`config.mk`:
```
export PLATFORM = sky130hd
export DESIGN_NAME = nibble_serial_adder
export DESIGN_NICKNAME = d
export VERILOG_FILES = /design/src/rtl/nibble_serial_adder_pkg.sv /design/src/rtl/nibble_serial_adder_full_adder.sv /design/src/rtl/nibble_serial_adder.sv
export SDC_FILE = /design/constraint.sdc
export NUM_CORES = 1
export LEC_CHECK = 0
export ABC_CLOCK_PERIOD_IN_PS = 2700
export CAP_MARGIN = 20
export CORE_ASPECT_RATIO = 1.1
export CORE_MARGIN = 2
export CORE_UTILIZATION = 55
export DETAILED_ROUTE_END_ITERATION = 8
export GPL_TIMING_DRIVEN = 0
export PLACE_DENSITY_LB_ADDON = 0.2
export SYNTH_ARGS = -nofsm -noshare
export SYNTH_HDL_FRONTEND = slang
export SYNTH_SLANG_ARGS = --single-unit
```
`constraint.sdc`:
```
create_clock -name clk -period 2.7 [get_ports clk]
set_clock_uncertainty 0.1 [all_clocks]
set_input_delay 0.54 -clock clk [delete_from_list [all_inputs] [get_ports clk]]
set_output_delay 0.54 -clock clk [all_outputs]
set_load 0.1 [all_outputs]
```
`src/rtl/nibble_serial_adder_pkg.sv`:
```
// ============================================================================
// Module   : nibble_serial_adder_pkg
// Brief    : FSM state encoding, nibble width and counter sizing helper.
// Revision : 1.0 - initial release
// ============================================================================
`default_nettype none

package nibble_serial_adder_pkg;

  typedef enum logic [1:0] {
    IDLE = 2'd0,
    RUN  = 2'd1,
    DONE = 2'd2
  } state_e;

  localparam int NIBBLE_W = 4;

  // ceil(log2(n)) with a floor of 1 so a 2-nibble counter still gets a bit
  function automatic int cnt_clog2(input int n);
    int w;
    w = 1;
    for (int i = 1; i < 31; i++) begin
      if ((1 << i) < n) w = i + 1;
    end
    return w;
  endfunction

endpackage

`default_nettype wire

```
`src/rtl/nibble_serial_adder_full_adder.sv`:
```
// ============================================================================
// Module   : full_adder
// Brief    : Combinational 4-bit adder with carry-in and carry-out.
// Revision : 1.0 - initial release
// ============================================================================
`default_nettype none

module full_adder (
  input  logic [3:0] a,
  input  logic [3:0] b,
  input  logic       cin,
  output logic [3:0] s,
  output logic       cout
);

  assign {cout, s} = {1'b0, a} + {1'b0, b} + {4'b0000, cin};

endmodule

`default_nettype wire

```
`src/rtl/nibble_serial_adder.sv`:
```
// ============================================================================
// Module   : nibble_serial_adder
// Brief    : Nibble-serial WIDTH-bit adder with valid/ready handshakes.
//            Define NIBBLE_SERIAL_ADDER_OVF_EN to add the signed-overflow port.
// Revision : 1.0 - initial release
// ============================================================================
`default_nettype none

module nibble_serial_adder
  import nibble_serial_adder_pkg::*;
#(
  parameter int WIDTH = 16
) (
  input  logic             clk,
  input  logic             rst,
  input  logic             in_valid,
  output logic             in_ready,
  input  logic [WIDTH-1:0] a,
  input  logic [WIDTH-1:0] b,
  input  logic             cin,
  output logic             out_valid,
  input  logic             out_ready,
  output logic [WIDTH-1:0] s,
  output logic             cout
`ifdef NIBBLE_SERIAL_ADDER_OVF_EN
  ,
  output logic             ovf
`endif
);

  localparam int             NNIB = WIDTH / NIBBLE_W;
  localparam int             CW   = cnt_clog2(NNIB);
  localparam logic [CW-1:0]  LAST = CW'(NNIB - 1);

  state_e               state_q, state_d;
  logic [CW-1:0]        cnt_q;
  logic                 carry_q;
  logic [WIDTH-1:0]     a_sh_q;
  logic [WIDTH-1:0]     b_sh_q;
  logic [WIDTH-1:0]     acc_q;
  logic [WIDTH-1:0]     s_q;
  logic                 cout_q;

  logic [NIBBLE_W-1:0]  fa_s;
  logic                 fa_cout;
  logic [WIDTH-1:0]     acc_d;

  full_adder u_fa (
    .a    (a_sh_q[NIBBLE_W-1:0]),
    .b    (b_sh_q[NIBBLE_W-1:0]),
    .cin  (carry_q),
    .s    (fa_s),
    .cout (fa_cout)
  );

  // New nibble enters from the top; after the last one acc holds the full sum
  assign acc_d = {fa_s, acc_q[WIDTH-1:NIBBLE_W]};

  always_ff @(posedge clk) begin
    if (rst) begin
      state_q <= IDLE;
    end else begin
      state_q <= state_d;
    end
  end

  always_comb begin
    state_d = state_q;
    case (state_q)
      IDLE:    if (in_valid)     state_d = RUN;
      RUN:     if (cnt_q == LAST) state_d = DONE;
      DONE:    if (out_ready)    state_d = IDLE;
      default:                   state_d = IDLE;
    endcase
  end

  always_ff @(posedge clk) begin
    if (rst) begin
      cnt_q   <= '0;
      carry_q <= 1'b0;
      a_sh_q  <= '0;
      b_sh_q  <= '0;
      acc_q   <= '0;
      s_q     <= '0;
      cout_q  <= 1'b0;
    end else begin
      case (state_q)
        IDLE: begin
          if (in_valid) begin
            a_sh_q  <= a;
            b_sh_q  <= b;
            carry_q <= cin;
            cnt_q   <= '0;
          end
        end
        RUN: begin
          a_sh_q  <= a_sh_q >> NIBBLE_W;
          b_sh_q  <= b_sh_q >> NIBBLE_W;
          carry_q <= fa_cout;
          acc_q   <= acc_d;
          cnt_q   <= cnt_q + 1'b1;
          if (cnt_q == LAST) begin
            s_q    <= acc_d;
            cout_q <= fa_cout;
          end
        end
        default: ;
      endcase
    end
  end

`ifdef NIBBLE_SERIAL_ADDER_OVF_EN
  logic ovf_q;

  // On the last nibble the adder's bit 3 inputs are the operand sign bits
  always_ff @(posedge clk) begin
    if (rst) begin
      ovf_q <= 1'b0;
    end else if (state_q == RUN && cnt_q == LAST) begin
      ovf_q <= (a_sh_q[NIBBLE_W-1] == b_sh_q[NIBBLE_W-1]) &&
               (fa_s[NIBBLE_W-1] != a_sh_q[NIBBLE_W-1]);
    end
  end

  assign ovf = ovf_q;
`endif

  assign in_ready  = (state_q == IDLE);
  assign out_valid = (state_q == DONE);
  assign s         = s_q;
  assign cout      = cout_q;

endmodule

`default_nettype wire

```
### Word-level counts from Yosys, hierarchy flattened

Index checks and enable logic that the tools add are counted.

* word-level logic and storage cells: 34
* output and inout bits: 19
* bits in registers: 70
* input port bits: 37

* eq/ne operators: 6
* multiplexer cells: 12
* $add $sub $neg: 3
* reduce and logical (&&, ||, !) cells: 5

Operators with widths (number)
* $pmux 16 s2: 2
* $mux 16: 2
* $mux 2: 4
* $pmux 2 s3: 1
* $add 4x4->5: 1
* $add 5x1->5: 1
* $eq 2x2->1 const B: 2
* $ne 2x2->1 const B: 2
* $pmux 2 s2: 1
* $reduce_and 2->1: 2
* $reduce_and 3->1: 1
* $add 2x1->2 const B: 1
* $eq 2x1->1 const B: 1
* $logic_not 2->1: 1
* $ne 2x1->1 const B: 1
* $pmux 1 s2: 1
* $reduce_bool 2->1: 1
* $mux 1: 1

### Logic depth before layout (Yosys ltp)

* depth after elaboration: 3
* gate-level depth with buffers: 7
* gate-level depth less buffers: 7

### Hierarchy

A second synthesis with hierarchy kept.

* cells, all modules: 302
* area total of the unflattened synthesis: 2746.4 sq um

Modules (own cells, without submodules)
* nibble_serial_adder: cells each 286, area each 2602.5 sq um, seq. area each 1321.3 sq um, instances 1
* full_adder: cells each 16, area each 143.9 sq um, seq. area each 0.0 sq um, instances 1

### Least setup slack after synthesis

OpenSTA, ideal clock, no wires.

* path kind: register -> output
* start: register state_q[1]
* end: output port out_valid
* setup slack: 0.050 ns
* data arrival time: 2.010 ns
* cell stages (with the launch flop): 3
* path buffers: 1
* data required time: 2.060 ns
* cells stage by stage: dfxtp_1 -> clkbuf_1 -> nor2b_1

* word-level cells in the longest chain between the ends: 1

RTL lines
* from (decl): RTL line nibble_serial_adder.sv:35 `state_e state_q, state_d;`
* from (signal assigned): RTL line nibble_serial_adder.sv:63 `state_q <= state_d;`
* $eq 2x2->1: RTL line nibble_serial_adder.sv:129 `assign out_valid = (state_q == DONE);`
* to (decl): RTL line nibble_serial_adder.sv:21 `output logic out_valid,`

Every way passes these cells.

### Final worst setup path

Ends and elaborated chain as after synthesis.

==> flow_summary.json <==
{
  "grt_pass1_vias": 2651,
  "antenna_cells": 0,
  "clockBufferDepth": 2,
  "vias": 2738,
  "die_w_microns": 72.8,
  "first_pass_iters": 5,
  "critPathCaptureType": "output port",
  "rsz0062_at_grt": "no",
  "overflow": 0,
  "area_growth_pct": 28.2,
  "ys_seq_area_frac": 0.461,
  "drive_gt1_frac": 0.0653,
  "post-route-period-util": 0.923,
  "post_cts_buffers": 0,
  "slew_headroom": 0.352,
  "wirelength_mm": 6.64,
  "cts_sinks": 66,
  "p_per_area_nw_per_um2": 608,
  "p_leak_nw": 1.46,
  "holdWs_ns": 0.353,
  "post-route-util": 0.735,
  "fillerInstances": 410,
  "synth.most_common_cell": "nor2_1",
  "vias_per_cell": 5.45,
  "final_cells": 502,
  "status": "finished, final reports clean",
  "path_class": "register to output port",
  "grt_max_degree": 11,
  "cts.clk_slew.worst_paths_ns": 0.06,
  "drt_first_iter_violations": 90,
  "synth_top_area_share": 0.461,
  "final_max_slew_viol_count": 0,
  "antenna_found_initial": 0,
  "synth_edf_count": 0,
  "drcViolationCount": 0,
  "syn_inst": 376,
  "rows": 27,
  "netlist_area_sq_um": 2870,
  "maxCapViolations": 0,
  "yosys.area.top_type": "dfxtp_1",
  "max_freq_mhz": 401,
  "tightestPinTransition_ns": 0.968,
  "crit_path_max_fanout": 10,
  "dp.cells": 487,
  "start_util": 0.573,
  "grt_usage": 0.251,
  "synthFlopType": "dfxtp_1",
  "drtAntennaViolNets": 0,
  "synth_area_leaders": "dfxtp_1 (46%), nor2_1 (11%), a21oi_1 (8.9%), nand2_1 (6.3%), nor2b_1 (5.5%)",
  "register_area_sq_um": 1320,
  "die-area_sq_um": 5810,
  "async_flop_share": 0,
  "multi_input_area_sq_um": 1400,
  "synth_top_cells_by_count": "nor2_1 (86), dfxtp_1 (66), a21oi_1 (51)",
  "hold_viol": 0,
  "synth_seq_cells": 66,
  "hold_class": "register to register",
  "clockRootBuffer": "clkbuf_8",
  "synth_fp_nets": 419,
  "hpwl_mm": 4.70,
  "ys_types": 29,
  "routabilityCongestion": 0.838,
  "syn_area_per_cell_sq_um": 7.62,
  "wl_per_cell_microns": 13.2,
  "start_kind": "register",
  "peakVddDrop_mv": 0.335,
  "nNetsFinal": 483,
  "cp.arrival_ns": 1.85,
  "cts_tree": "yes",
  "htree_levels": 3,
  "layout_min_cycle_time_ns": 2.49,
  "required_ns": 2.06,
  "core_area_sq_um": 5000,
  "die_height_microns": 79.7,
  "insertion_delay_ns": 0.34,
  "finalSetupViolCount": 0,
  "portBuffers": 53,
  "grt_pass1_wl_mm": 11.3,
  "cts_buffers": 9,
  "pin_count": 56,
  "yosysWarnings": 0
}
[logic make-up after synthesis]
family | Yosys count | share of synthesized area
AND/OR/NAND/NOR | 199 | 0.313
AO/OA/AOI/OAI | 69 | 0.137
flip-flops | 66 | 0.461
buffers and inverters | 34 | 0.0511
adder cells (fa/ha/maj) | 6 | 0.0314
XOR/XNOR | 1 | 0.00306
multiplexers | 1 | 0.00349
[worst max-delay path: stages (launching register included)]
cell	delay [ns]
dfxtp_1	0.36
clkbuf_1	0.33
nor2b_1	0.23
clkdlybuf4s15_2	0.58
[cell usage in the layout, fill, tap and decap left out, types with 3 or more instances in the layout]
cell / Yosys / routed
nor2_1: 86 / 86
dfxtp_1: 66 / 66
a21oi_1: 51 / 51
clkdlybuf4s50_1: 0 / 51
nand2_1: 48 / 48
nor2b_1: 25 / 25
nor3_1: 23 / 23
clkbuf_1: 17 / 18
clkbuf_8: 0 / 12
buf_2: 9 / 9
a22oi_1: 9 / 9
a211oi_1: 6 / 6
inv_1: 5 / 5
ha_1: 4 / 4
nand4b_1: 3 / 3
nand3b_1: 3 / 3
[per-stage QoR]
step | instance area [sq um] | total power [W] | setup slack (ns) | setup TNS [ns]
4_1_cts | 3670 | 0.00223 | 0.178 | 0
3_3_place_gp | 3470 | 0.00138 | -0.0325 | -0.0325
3_5_place_dp | 3470 | 0.00139 | -0.0192 | -0.0192
5_1_grt | 3670 | 0.00232 | 0.0894 | 0
6_report | 3670 | 0.00223 | 0.207 | 0
2_1_floorplan | 2870 | 0.00128 | 0.0500 | 0
[final timing paths]
path / startpoint / to / slack [ns] / depth (start not counted)
min: s[1] / s[1] / 0.35 / 2
max reg2reg: carry_q / carry_q / 0.79 / 7
max: state_q[1] / out_valid / 0.21 / 3
min reg2reg: s[1] / s[1] / 0.35 / 2
[what timing repair did]
action | in CTS | in global routing
hold buffers | 0 | 0
setup endpoints to repair | 2 | 0
resized for setup | 4 | 0
endpoints found under the hold margin | 0 | 0
[registers in the layout (all words and copies together) (netlist names)]
name	flops
cnt_q	2
cout	1
state_q	2
carry_q	1
acc_q	12
b_sh_q	16
s	16
a_sh_q	16
[routing by layer]
| layer | GRT usage | share of wire | vias to the layer above |
|---|---|---|---|
| li1 | - | - | 1363 |
| met1 | 0.279 | 0.42 | 1263 |
| met2 | 0.435 | 0.51 | 90 |
| met3 | 0.0455 | 0.045 | 22 |
| met4 | 0.157 | 0.031 | 0 |
| met5 | 0 | 0 | - |
[where the power goes]
part,switching [W],internal (W),total (W)
sequential,0.0000328,0.00103,0.00106
clock,0.000360,0.000496,0.000856
combinational,0.000173,0.000144,0.000317
total,0.000565,0.00167,0.00223
[layout make-up]
cell class	count	area share
buffer	29	0.0347
clock buffer	13	0.0460
clock inverter	2	0.00954
inverter	5	0.00511
multi-input combinational	276	0.381
sequential	66	0.360
tap	58	0.0198
timing repair buffer	53	0.144
No activity file was read; power rests on OpenSTA's default activity.
